**src/rtl/atm_pkg.sv**
```systemverilog
// rtl/atm_pkg.sv - shared ATM codes: rejection reasons, ledger states, controller options
package atm_pkg;

    localparam logic [2:0] ERR_NONE  = 3'd0;
    localparam logic [2:0] ERR_NSF   = 3'd1;
    localparam logic [2:0] ERR_LIMIT = 3'd2;
    localparam logic [2:0] ERR_OVF   = 3'd3;
    localparam logic [2:0] ERR_BOTH  = 3'd4;

    localparam logic [1:0] OPT_BALANCE  = 2'b01;
    localparam logic [1:0] OPT_WITHDRAW = 2'b10;
    localparam logic [1:0] OPT_DEPOSIT  = 2'b11;

    typedef enum logic [2:0] {
        ST_IDLE   = 3'd0,
        ST_LOAD   = 3'd1,
        ST_READY  = 3'd2,
        ST_APPLY  = 3'd3,
        ST_COMMIT = 3'd4
    } ledger_state_t;

endpackage

```
**src/rtl/account_ledger_if.sv**
```systemverilog
// rtl/account_ledger_if.sv - session controller to ledger request/response bundle
interface account_ledger_if #(
    parameter int N_ACCTS = 4,
    parameter int BAL_W   = 2,
    parameter int AMT_W   = 2
);
    localparam int ID_W = (N_ACCTS > 1) ? $clog2(N_ACCTS) : 1;

    logic             card_valid;
    logic [ID_W-1:0]  card_id;
    logic             wd_req;
    logic             dep_req;
    logic [AMT_W-1:0] amount;
    logic             session_end;
    logic [BAL_W-1:0] balance;
    logic             balance_valid;
    logic             busy;
    logic             done;
    logic             err;
    logic [2:0]       err_code;

    modport master (
        output card_valid, card_id, wd_req, dep_req, amount, session_end,
        input  balance, balance_valid, busy, done, err, err_code
    );

    modport slave (
        input  card_valid, card_id, wd_req, dep_req, amount, session_end,
        output balance, balance_valid, busy, done, err, err_code
    );
endinterface

```
**src/rtl/account_ledger_acct_bank.sv**
```systemverilog
// rtl/account_ledger_acct_bank.sv - per-account balance register file
module acct_bank #(
    parameter int N_ACCTS  = 4,
    parameter int BAL_W    = 2,
    parameter int INIT_BAL = 2,
    parameter int ID_W     = 2
) (
    input  logic             clk,
    input  logic             rst,
    input  logic             we_i,
    input  logic [ID_W-1:0]  addr_i,
    input  logic [BAL_W-1:0] wdata_i,
    output logic [BAL_W-1:0] rdata_o
);
    logic [BAL_W-1:0] mem_q [N_ACCTS];

    always_ff @(posedge clk) begin
        if (rst) begin
            for (int i = 0; i < N_ACCTS; i++) begin
                mem_q[i] <= BAL_W'(INIT_BAL);
            end
        end else if (we_i) begin
            mem_q[addr_i] <= wdata_i;
        end
    end

    assign rdata_o = mem_q[addr_i];
endmodule

```
**src/rtl/account_ledger.sv**
```systemverilog
// rtl/account_ledger.sv - account balances with per-session withdrawal limit
// Read / check / apply / commit FSM fed by the ATM session controller.
module account_ledger
    import atm_pkg::*;
#(
    parameter int N_ACCTS  = 4,
    parameter int BAL_W    = 2,
    parameter int AMT_W    = 2,
    parameter int INIT_BAL = 2,
    parameter int WD_LIMIT = 3
) (
    input  logic           clk,
    input  logic           rst,
    account_ledger_if.slave bus
);
    localparam int ID_W  = (N_ACCTS > 1) ? $clog2(N_ACCTS) : 1;
    localparam int SWD_W = $clog2(WD_LIMIT + 1) + 1;
    localparam int MX0   = (BAL_W > AMT_W) ? BAL_W : AMT_W;
    localparam int MX    = (MX0 > SWD_W) ? MX0 : SWD_W;
    localparam int CW    = MX + 1;

    localparam logic [CW-1:0] BAL_MAX_C = CW'((1 << BAL_W) - 1);
    localparam logic [CW-1:0] LIMIT_C   = CW'(WD_LIMIT);

    ledger_state_t    state_q, state_d;
    logic [ID_W-1:0]  card_q, card_d;
    logic [BAL_W-1:0] work_bal_q, work_bal_d;
    logic [SWD_W-1:0] session_wd_q, session_wd_d;
    logic [AMT_W-1:0] amt_q, amt_d;
    logic             wd_op_q, wd_op_d;
    logic             pend_q, pend_d;
    logic             err_q, err_d;
    logic [2:0]       err_code_q, err_code_d;

    logic [BAL_W-1:0] bank_rdata;
    logic             bal_valid;

    acct_bank #(
        .N_ACCTS (N_ACCTS),
        .BAL_W   (BAL_W),
        .INIT_BAL(INIT_BAL),
        .ID_W    (ID_W)
    ) u_bank (
        .clk    (clk),
        .rst    (rst),
        .we_i   (state_q == ST_COMMIT),
        .addr_i (card_q),
        .wdata_i(work_bal_q),
        .rdata_o(bank_rdata)
    );

    // Request checks run on the live amount; the apply step uses the latched copy.
    logic [CW-1:0] bal_x, req_amt_x, amt_x, swd_x;
    assign bal_x     = CW'(work_bal_q);
    assign req_amt_x = CW'(bus.amount);
    assign amt_x     = CW'(amt_q);
    assign swd_x     = CW'(session_wd_q);

    always_comb begin
        state_d      = state_q;
        card_d       = card_q;
        work_bal_d   = work_bal_q;
        session_wd_d = session_wd_q;
        amt_d        = amt_q;
        wd_op_d      = wd_op_q;
        pend_d       = pend_q;
        err_d        = 1'b0;
        err_code_d   = err_code_q;

        unique case (state_q)
            ST_IDLE: begin
                pend_d = 1'b0;
                if (bus.card_valid) begin
                    card_d  = bus.card_id;
                    state_d = ST_LOAD;
                end
            end
            ST_LOAD: begin
                work_bal_d   = bank_rdata;
                session_wd_d = '0;
                state_d      = ST_READY;
            end
            ST_READY: begin
                if (bus.session_end) begin
                    state_d = ST_IDLE;
                end else if (bus.wd_req && bus.dep_req) begin
                    err_d      = 1'b1;
                    err_code_d = ERR_BOTH;
                end else if (bus.wd_req) begin
                    if (req_amt_x > bal_x) begin
                        err_d      = 1'b1;
                        err_code_d = ERR_NSF;
                    end else if (swd_x + req_amt_x > LIMIT_C) begin
                        err_d      = 1'b1;
                        err_code_d = ERR_LIMIT;
                    end else begin
                        amt_d      = bus.amount;
                        wd_op_d    = 1'b1;
                        err_code_d = ERR_NONE;
                        state_d    = ST_APPLY;
                    end
                end else if (bus.dep_req) begin
                    if (bal_x + req_amt_x > BAL_MAX_C) begin
                        err_d      = 1'b1;
                        err_code_d = ERR_OVF;
                    end else begin
                        amt_d      = bus.amount;
                        wd_op_d    = 1'b0;
                        err_code_d = ERR_NONE;
                        state_d    = ST_APPLY;
                    end
                end
            end
            ST_APPLY: begin
                if (bus.session_end) pend_d = 1'b1;
                if (wd_op_q) begin
                    work_bal_d   = BAL_W'(bal_x - amt_x);
                    session_wd_d = SWD_W'(swd_x + amt_x);
                end else begin
                    work_bal_d = BAL_W'(bal_x + amt_x);
                end
                state_d = ST_COMMIT;
            end
            ST_COMMIT: begin
                state_d = (pend_q || bus.session_end) ? ST_IDLE : ST_READY;
                pend_d  = 1'b0;
            end
            default: state_d = ST_IDLE;
        endcase
    end

    always_ff @(posedge clk) begin
        if (rst) begin
            state_q      <= ST_IDLE;
            card_q       <= '0;
            work_bal_q   <= '0;
            session_wd_q <= '0;
            amt_q        <= '0;
            wd_op_q      <= 1'b0;
            pend_q       <= 1'b0;
            err_q        <= 1'b0;
            err_code_q   <= ERR_NONE;
        end else begin
            state_q      <= state_d;
            card_q       <= card_d;
            work_bal_q   <= work_bal_d;
            session_wd_q <= session_wd_d;
            amt_q        <= amt_d;
            wd_op_q      <= wd_op_d;
            pend_q       <= pend_d;
            err_q        <= err_d;
            err_code_q   <= err_code_d;
        end
    end

    assign bal_valid         = (state_q == ST_READY) || (state_q == ST_APPLY) ||
                               (state_q == ST_COMMIT);
    assign bus.balance       = bal_valid ? work_bal_q : '0;
    assign bus.balance_valid = bal_valid;
    assign bus.busy          = (state_q == ST_APPLY) || (state_q == ST_COMMIT);
    assign bus.done          = (state_q == ST_COMMIT);
    assign bus.err           = err_q;
    assign bus.err_code      = err_code_q;
endmodule

```
**src/flat_wrapper.sv**
```systemverilog
// flat-port wrapper written by rule: the top's interface ports become plain ports
module account_ledger_flat import atm_pkg::*;
#(
    parameter int N_ACCTS  = 4,
    parameter int BAL_W    = 2,
    parameter int AMT_W    = 2,
    parameter int INIT_BAL = 2,
    parameter int WD_LIMIT = 3
)
  (clk, rst, bus_card_valid, bus_card_id, bus_wd_req, bus_dep_req, bus_amount, bus_session_end, bus_balance, bus_balance_valid, bus_busy, bus_done, bus_err, bus_err_code);
  account_ledger_if #(.N_ACCTS(N_ACCTS), .BAL_W(BAL_W), .AMT_W(AMT_W)) bus_i ();
  input  logic clk;
  input  logic rst;
  input wire logic [$bits(bus_i.card_valid)-1:0] bus_card_valid;
  input wire logic [$bits(bus_i.card_id)-1:0] bus_card_id;
  input wire logic [$bits(bus_i.wd_req)-1:0] bus_wd_req;
  input wire logic [$bits(bus_i.dep_req)-1:0] bus_dep_req;
  input wire logic [$bits(bus_i.amount)-1:0] bus_amount;
  input wire logic [$bits(bus_i.session_end)-1:0] bus_session_end;
  output wire logic [$bits(bus_i.balance)-1:0] bus_balance;
  output wire logic [$bits(bus_i.balance_valid)-1:0] bus_balance_valid;
  output wire logic [$bits(bus_i.busy)-1:0] bus_busy;
  output wire logic [$bits(bus_i.done)-1:0] bus_done;
  output wire logic [$bits(bus_i.err)-1:0] bus_err;
  output wire logic [$bits(bus_i.err_code)-1:0] bus_err_code;
  assign bus_i.card_valid = bus_card_valid;
  assign bus_i.card_id = bus_card_id;
  assign bus_i.wd_req = bus_wd_req;
  assign bus_i.dep_req = bus_dep_req;
  assign bus_i.amount = bus_amount;
  assign bus_i.session_end = bus_session_end;
  assign bus_balance = bus_i.balance;
  assign bus_balance_valid = bus_i.balance_valid;
  assign bus_busy = bus_i.busy;
  assign bus_done = bus_i.done;
  assign bus_err = bus_i.err;
  assign bus_err_code = bus_i.err_code;
  account_ledger #(.N_ACCTS(N_ACCTS), .BAL_W(BAL_W), .AMT_W(AMT_W), .INIT_BAL(INIT_BAL), .WD_LIMIT(WD_LIMIT)) u_core (.clk(clk), .rst(rst), .bus(bus_i));
endmodule
```
**config.mk**
```make
export PLATFORM = sky130hd
export DESIGN_NAME = account_ledger_flat
export DESIGN_NICKNAME = d
export VERILOG_FILES = /design/src/rtl/atm_pkg.sv /design/src/rtl/account_ledger_if.sv /design/src/rtl/account_ledger_acct_bank.sv /design/src/rtl/account_ledger.sv /design/src/flat_wrapper.sv
export SDC_FILE = /design/constraint.sdc
export NUM_CORES = 1
export LEC_CHECK = 0
export CORE_ASPECT_RATIO = 1.25
export CORE_UTILIZATION = 49
export CTS_BUF_LIST = sky130_fd_sc_hd__clkbuf_16
export DETAILED_ROUTE_END_ITERATION = 16
export PLACE_DENSITY_LB_ADDON = 0.15
export SYNTH_ARGS = -nofsm -noshare
export SYNTH_HDL_FRONTEND = slang
export SYNTH_HIERARCHICAL = 1
export SYNTH_SLANG_ARGS = --single-unit
```
**constraint.sdc**
```tcl
create_clock -name clk -period 2.11 [get_ports clk]
set_input_delay 0.422 -clock clk [delete_from_list [all_inputs] [get_ports clk]]
set_output_delay 0.422 -clock clk [all_outputs]
set_load 0.02 [all_outputs]
```
======== Word-level counts from Yosys, hierarchy flattened ========
Memory sizes are Yosys's and may differ from the RTL's. A register that Yosys moved wholly into a read port is not among the register bits.
Cells that the tools add are included.
operators by class
  $lt $le $gt $ge ......................... 3
  bitwise gates (word level) .............. 3
  multiplexer cells ....................... 49
  reduce and logical (&&, ||, !) cells .... 19
  equality and inequality tests ........... 15
  add/sub/neg operators ................... 5
operator list
  kind                                                            number
  two-way mux 3 bit                                               13
  two-way mux 2 bit                                               14
  two-way mux 1 bit                                               18
  inequality test 4 bit (second input constant)                   4
  one-hot mux 3 bit (5 select lines)                              1
  inequality test 2 bit (second input constant)                   5
  greater-than comparator 4 x 2 -> 1 bit (second input constant)  2
  AND reduction 7 bit                                             1
  equality test 3 x 2 -> 1 bit (second input constant)            2
  one-hot mux 3 bit (2 select lines)                              1
  AND reduction 2 bit                                             3
  AND reduction 6 bit                                             1
  nonzero test 2 bit                                              3
  adder 3 x 2 -> 4 bit                                            1
  logical OR 1 bit                                                4
  one-hot mux 2 bit (2 select lines)                              1
  OR reduction 2 bit                                              2
  adder 2 x 2 -> 3 bit                                            1
  adder 3 x 2 -> 3 bit                                            1
  equality test 3 x 1 -> 1 bit (second input constant)            1
  equality test 3 bit (second input constant)                     1
  zero test 3 bit                                                 1
  inequality test 3 bit (second input constant)                   1
  inverter 1 bit                                                  3
  other kinds (9)                                                 9
storage, ports and cells
  memories kept ........................... 1
  logic and storage cells ................. 104
  flip-flop bits (word level) ............. 18
  memory bits (writable) .................. 8
  input port bits ......................... 10
memory list
  name                 words  bits a word  rd ports  clocked after Yosys merged registers in  write ports  line                            RTL
  u_core.u_bank.mem_q  4      2            1         1                                        4            account_ledger_acct_bank.sv:15  logic [BAL_W-1:0] mem_q [N_ACCTS];

======== Depth between registers and ports, before layout ========
Gate-level depths: netlist of the first run.
  word-level depth ........................ 8
  gate-level depth with buffers ........... 6
  depth with buffers taken out ............ 6

======== Cells and area by module ========
The synthesis of the first run kept the hierarchy.
by module, submodules not included
  module          cells an instance  seq. area each (µm²)  area an instance (µm²)  instances
  account_ledger  134                360.3                 1181.1                  1
  acct_bank       28                 240.2                 400.4                   1

======== Least setup slack after synthesis of the first run ========
Ideal clock, no wire load.
  path type ............................... register to output
  from .................................... register u_core.state_q[1]
  to ...................................... output bus_balance[0]
  setup slack ............................. 0.389 ns
  arrival time ............................ 1.299 ns
  buffers on the path ..................... 1
  cell stages (with the launch flop) ...... 7
  required time ........................... 1.688 ns
  cell sequence ........................... dfxtp_1 > buf_2 > nor2_1 > nand2_1 > inv_1 > nor2_1 > nor2_1
RTL lines
  item                      line                   RTL
  start: declaration        account_ledger.sv:25   ledger_state_t state_q, state_d;
  start signal: assignment  account_ledger.sv:144  state_q <= state_d;
  equality test 3 bit       -
  named net bus_done        flat_wrapper.sv:23     output wire logic [$bits(bus_i.done)-1:0] bus_done;
  logical OR 1 bit          account_ledger.sv:156  assign bal_valid = (state_q == ST_READY) || (state_q == ST_APPLY) ||
  two-way mux 2 bit         account_ledger.sv:158  assign bus.balance = bal_valid ? work_bal_q : '0;
  end: declaration          flat_wrapper.sv:20     output wire logic [$bits(bus_i.balance)-1:0] bus_balance;
The timed path passes the listed nets, and every way through them passes these cells.

======== Worst setup path in the final report of the first run ========
  from .................................... input bus_amount[1]
  to ...................................... register u_core.state_q[0]
on the way
  cells in the longest elaborated chain, start to end .. 4
RTL lines
  item                                                                 line                                         RTL
  start: declaration                                                   flat_wrapper.sv:18                           input wire logic [$bits(bus_i.amount)-1:0] bus_amount;
  adder 3 x 2 -> 4 bit / adder 2 x 2 -> 3 bit (equally long branches)  account_ledger.sv:93, account_ledger.sv:103
  greater-than comparator 4 x 2 -> 1 bit, on equally long branches     account_ledger.sv:93, account_ledger.sv:103
  inequality test 4 bit (no source line)                               -
  AND reduction 6 bit (no source line) *                               -
Mark *: on every way between the ends. The rest lies on a longest branch, timed or not.
A chain may end at the register's enable or synchronous reset.

==> out/summary.txt, run 1 <==
Status = finished, final reports clean
I/O pin count = 19
Chip width = 52.82 µm
All-layer global routing usage = 24.92%
Async set-reset flop share out of synthesis = 0%
Post-route design area = 1981 µm²
TritonCTS clock tree = built
Post-Syn Area = 1582 µm²
First-pass iteration count of the detailed router = 6
WHS Endpoint = u_core/bus.err_code[2]$_SDFFE_PP0P_
Seq cells post-synth = 26
Max incr delay on CP = 460 ps
Number of port buffers = 18
Leading area contributor after synthesis = dfxtp_1
Final ANT Viol Nets = 0
Clock skew = 1.367 ps
Final Core Density = 66.01%
Worst Hold Class = reg2reg
Max stage delay cell, worst path = clkdlybuf4s50_1
MaxCap Viol Count = 0
Top cells by count, synth = dfxtp_1 (18), nor2_1 (16), nand2_1 (14)
R2R Path End = u_core/state_q[0]$_SDFFE_PP0P_
Cells along the critical path = clkdlybuf4s50_1, ha_1, nor2b_1, o31ai_4, a311oi_1, nor2_1
1st-iter DRT viols = 33
EDFF count, synth = 8
Fin. Hold Viols = 0
Yosys Warn Count = 6
CP Max Fanout = 8
R2r setup slk = 280 ps
Pin count of the biggest net entering global routing = 16
Met2 usage = 43.51%
WS Path Type = in2reg
Post-synth top area share = 22.78%
Min-delay src = u_core/bus.err_code[2]$_SDFFE_PP0P_
Buffer and inverter count on the worst path = 1
Post-DP Area = 1866 µm²
DRC viols = 0
Mapped Cells = 162
Setup violations, final = 0
P&R area growth vs syn = 25.24%
Nature of the critical path endpoint = flop
Data required, critical path = 2250 ps
Critical path's top delay family = compound AO/OA/AOI/OAI gates
Share of layout cells above drive strength 1 = 17.80%
Placer congestion estimate = 0.8426
Register area share after synthesis = 37.97%
Setup ws final = 179.3 ps
Initial core utilization = 52.71%
Die area = 3460 µm²
Top_reg_cell synth = dfxtp_1
Worst-path clk slew = 70 ps
Core Rows = 22
DIE HEIGHT = 65.52 µm
FF-to-FF Start = u_core/work_bal_q[1]$_SDFFE_PP0P_
RSZ-0062 raised after global routing = false
Clock latency at the later pin of the worst-skew pair = 260 ps
Period utilization = 91.50%
Routed length per instance = 16.58 µm
Leak = 0.8566 nW
Final Max Tran Viols = 0
Via/cell ratio = 5.912
Avg Inst Size Synth = 9.762 µm²
Multi-input gate area = 884.6 µm²
Setup crit start kind = input port
Max Freq = 517.9 MHz
Worst Tran Pin Value = 602.4 ps
Antenna violations before repair = 0
R2R depth = 6
Worst hold slack = 456.0 ps
Rel. slew slack = 59.74%
Top-count cell post-synth = dfxtp_1
TritonCTS buffer count = 3
GR Util met1 = 28.30%
TNS Setup = 0 ps
Vias in the first global route = 1366
Register area = 600.6 µm²
H-tree level count = 1
Crit path DAT = 2070 ps
Grt total ovfl = 0
Final WL = 3763 µm
Synth top area cells = dfxtp_1 (23%), edfxtp_1 (15%), ha_1 (5.5%)
N_diodes = 0
Clock buffer depth = 2
Clock sink count = 26
HPWL after detailed placement = 2787 µm
Syn nets = 180
Synth unique cells = 50
Pre-CTS setup slack = -58.98 ps
Met3 GRT Util = 4.167%
Fin crit period = 1931 ps
VDD IR max = 453.1 µV
CTS root buf = clkbuf_16
Via count = 1342
First-pass GRT wire length = 6272 µm
Nets = 210
Postcts setup bufs = 0
Fillers = 265
Hold path depth = 2
Power per cell area = 616.1 nW/µm²
Grt peak-use layer = met2
Core area = 3000 µm²
[through the flow]
stage	total power, W	cells
after floorplan	0.0006550	162
after global placement	0.0007134	223
after detailed placement	0.0007210	223
after CTS	0.001222	227
after global routing	0.001266	227
final	0.001220	227
[cell type report]
| cell class | count | share of cell area (%) |
|---|---|---|
| Multi-Input combinational cell | 116 | 44.66 |
| Timing Repair Buffer | 33 | 15.41 |
| Inverter | 12 | 2.274 |
| Sequential cell | 26 | 30.32 |
| Clock buffer | 4 | 5.054 |
| Tap cell | 36 | 2.274 |
[power by group]
part           switching, W  internal (W)  leakage [nW]
logic             0.0000945     0.0000801         0.593
registers         0.0000142      0.000525         0.214
clock network      0.000176      0.000330        0.0493
[metal layers]
layer	wire, µm	vias to the layer above	part of all wire [%]
li1	-	654	-
met1	1535	636	41
met2	1964	38	52
met3	128	14	3.4
met4	134	0	3.6
met5	0	-	0
[worst max path at each step]
| stage | from | to | slack [ps] | depth (start not counted) |
|---|---|---|---|---|
| finish | bus_amount[1] | u_core/state_q[0]$_SDFFE_PP0P_ | 180 | 6 |
| global route | bus_amount[1] | u_core/amt_q[0]$_SDFFE_PP0P_ | 100 | 6 |
| CTS | u_core/state_q[1]$_SDFFE_PP0P_ | bus_balance[0] | 0.4 | 4 |
| detailed placement | bus_amount[1] | u_core/state_q[0]$_SDFFE_PP0P_ | -60 | 6 |
| global placement | bus_amount[1] | u_core/amt_q[0]$_SDFFE_PP0P_ | -1 | 6 |
| floorplan | u_core/state_q[1]$_SDFFE_PP0P_ | bus_balance[0] | 390 | 6 |
[registers in the layout, summed over array words and instances, names as in the netlist]
signal	count
u_core/u_bank/mem_q	8
u_core/bus.err_code	3
u_core/session_wd_q	3
u_core/state_q	3
u_core/amt_q	2
u_core/card_q	2
u_core/work_bal_q	2
u_core/bus.err	1
u_core/pend_q	1
u_core/wd_op_q	1
[cell usage in the layout, fill, tap and decap left out, types with 2 or more instances in the layout]
cell	instances
ha_1	7
mux4_2	2
a2bb2oi_1	2
buf_4	15
a22oi_1	3
clkdlybuf4s50_1	13
nand2_1	14
mux2i_1	2
a311o_1	2
nor2_1	16
inv_1	12
nand3b_1	2
edfxtp_1	8
dfxtp_1	18
o22ai_1	2
xnor2_1	3
a21oi_1	8
nor3_1	2
nor3b_2	2
nor2b_1	8
dlymetal6s2s_1	5
nand4_1	3
clkbuf_16	4
a21o_1	4
nand3_1	3
o21ai_0	5
[kinds of logic (layout without fill, tap and decap cells)]
group / count (synthesis) / count (layout) / synth area share [%]
and+or+nand+nor: 63 / 63 / 23.50
AOI/OAI and AO/OA: 38 / 38 / 19.70
DFF: 26 / 26 / 37.97
buffers and inverters: 20 / 49 / 6.249
adders and majority gates: 8 / 8 / 6.804
muxes: 4 / 4 / 4.114
xor gates and xnor gates: 3 / 3 / 1.662
[repair_timing]
| item | in CTS | in global routing |
|---|---|---|
| hold buffers | 0 | 0 |
| setup endpoints to repair | 0 | 5 |
| resized for setup | 0 | 6 |
[worst register-to-register path: cells and delay by family (launching register included)]
kind                     cells  cell delay (ps)
AND/OR/NAND/NOR              2              380
adder cells (fa/ha/maj)      1              340
AO/OA/AOI/OAI                2              470
buffers and inverters        1              140
flip-flops                   1              380
(Power assumes the default switching activity.)
==> inputs of run 2 (changes only) <==
Settings changed: CORE_UTILIZATION 49 to 30, SKIP_LAST_GASP from default to 1.
==> run 2 against run 1 <==
Cell area up 2.4%. Die area grew 61%. Wire length grew 0.48%. Register-to-register slack better by 40 ps. Critical path depth did not move. Highest routed layer unchanged. Sequential power hardly changed. Sequential cell count stayed put. Critical endpoint is now u_core/amt_q[0]$_SDFFE_PP0P_. Clock power up 11%.
==> out/summary.txt, run 2 (synthesis gave the netlist of run 1 again) <==
Worst hold slack = 463.6 ps (+7.655 ps)
Final Max Tran Viols = 0 (unchanged)
Cells along the critical path = clkdlybuf4s50_1, ha_1, nor2b_1, o31ai_4, a311o_1, nand3_1
DRC viols = 0 (unchanged)
Total power = 0.001275 W (+4.5%)
TritonCTS buffer count = 3 (unchanged)
Initial core utilization = 31.13% (-22 points)
Max incr delay on CP = 470 ps (about the same)
All-layer global routing usage = 15.02% (-9.9 points)
Top reg by flops = u_core/u_bank/mem_q
Fin crit period = 1923 ps (-8.057 ps)
N_diodes = 0 (unchanged)
RSZ-0062 raised after global routing = false
Postcts setup bufs = 0 (unchanged)
R2R depth = 6 (unchanged)
Grt total ovfl = 0 (unchanged)
Final ANT Viol Nets = 0 (unchanged)
Setup violations, final = 0 (unchanged)
Clock sink count = 26 (unchanged)
CTS root buf = clkbuf_16
Pin count of the biggest net entering global routing = 16 (unchanged)
Most common cell after layout, fill and taps aside = dfxtp_1
Commonest non-fill, non-tap cells in the layout = dfxtp_1 (18), buf_4 (17), nor2_1 (15)
Final Core Density = 39.93% (-26 points)
Fin. Hold Viols = 0 (unchanged)
MaxCap Viol Count = 0 (unchanged)
Antenna violations before repair = 0 (unchanged)
Nets = 212 (+0.95%)
First-pass GRT wire length = 6368 µm (+1.5%)
Setup crit start kind = input port
Worst Hold Class = reg2reg
Leak = 0.8417 nW (-1.7%)
Final WL = 3781 µm (+0.48%)
H-tree level count = 1 (unchanged)
Clock skew = 3.343 ps (+1.975 ps)
Core area = 5080 µm² (+69%)
Placer congestion estimate = 0.8169 (-3.1%)
Final non-filler cell total = 255 (+12%)
Post-route design area = 2028 µm² (+2.4%)
Worst Tran Pin Value = 451.1 ps (-151.3 ps)
Core Rows = 29 (+32%)
Max stage delay cell, worst path = clkdlybuf4s50_1
1st-iter DRT viols = 69 (+110%)
Max FFs per register = 8 (unchanged)
Chip width = 66.94 µm (+27%)
I/O pin count = 19 (unchanged)
Worst path depth = 6 (unchanged)
Data required, critical path = 2260 ps (about the same)
CP Max Fanout = 8 (unchanged)
Clock buffer depth = 2 (unchanged)
Rel. slew slack = 69.93% (+10 points)
Die area = 5568 µm² (+61%)
Period utilization = 91.12% (-0.38 points)
Buffer and inverter count on the worst path = 1 (unchanged)
Via/cell ratio = 5.133 (-13%)
Nature of the critical path endpoint = flop
WS Path Type = in2reg
First-pass iteration count of the detailed router = 3 (-3)
Critical path's top delay family = compound AO/OA/AOI/OAI gates
Hold path depth = 2 (unchanged)
VDD IR max = 275.2 µV (-39%)
Number of port buffers = 18 (unchanged)
Placed Cells = 251 (+13%)
Clock latency at the later pin of the worst-skew pair = 260 ps (about the same)
Vias in the first global route = 1330 (-2.6%)
Routed length per instance = 14.83 µm (-11%)
Power per cell area = 628.7 nW/µm² (+2.0%)
Share of layout cells above drive strength 1 = 19.17% (+1.4 points)
Worst-path clk slew = 70 ps (about the same)
DIE HEIGHT = 83.18 µm (+27%)
Crit path DAT = 2070 ps (about the same)
Max Freq = 520.1 MHz (+0.42%)
HPWL after detailed placement = 2871 µm (+3.0%)
P&R area growth vs syn = 28.24%
TritonCTS clock tree = built
Via count = 1309 (-2.5%)
Status = finished, final reports clean
Hold-fix buffers, CTS = 0 (unchanged)
Post-DP Area = 1913 µm² (+2.5%)
run 2: changes by cell type in the layout (fill, tap and decap cells not counted):
cell / delta
nor2_1: -1
dlygate4sd2_1: +2
nor2_2: +1
bufinv_16: +1
dlymetal6s2s_1: -2
buf_4: +2
clkbuf_16: -1
run 2: repair_timing:
action                     in CTS  in global routing
resized for setup               4                  3
gates cloned                    0                  0
setup endpoints to repair       4                  3
run 2: cell type report:
class	count	area, µm²
fill	523	3052
clock buffer	3	75.07
timing repair buffer	35	312.8
clock inverter	1	30.03
tap	62	77.57
sequential	26	600.6
multi-input combinational	116	887.1
inverter	12	45.04
run 2: through the flow:
step | setup slack (ps) | setup TNS [ps]
CTS | 6.542 | 0
detailed placement | -88.28 | -350.6
finish | 187.4 | 0
floorplan | 389.0 | 0
global route | 61.00 | 0
global placement | -28.19 | -67.79
run 2: final timing paths:
check,from,to,slack [ps]
max,bus_amount[1],u_core/amt_q[0]$_SDFFE_PP0P_,190
min,u_core/bus.err_code[2]$_SDFFE_PP0P_,u_core/bus.err_code[2]$_SDFFE_PP0P_,460
min reg2reg,u_core/bus.err_code[2]$_SDFFE_PP0P_,u_core/bus.err_code[2]$_SDFFE_PP0P_,460
max reg2reg,u_core/work_bal_q[1]$_SDFFE_PP0P_,u_core/amt_q[0]$_SDFFE_PP0P_,320
run 2: worst min-delay path, cell delays in order, from the launching register on:
cell and delay, ps:
dfxtp_1 310, nand2_1 50, a21oi_1 60
run 2: power by group:
part,switching (W),internal [W],leakage [nW]
combinational,0.0000908,0.0000822,0.576
clock,0.000185,0.000378,0.0511
sequential,0.0000139,0.000525,0.214
total,0.000290,0.000985,0.842
run 2: per-layer routing:
metal  vias up  GRT usage [%]  share of wire [%]
met4         0          4.642                1.3
met3         5          2.885                2.3
li1        653              -                  -
met1       636          18.46                 45
met2        15          25.71                 51
met5         -              0                  0
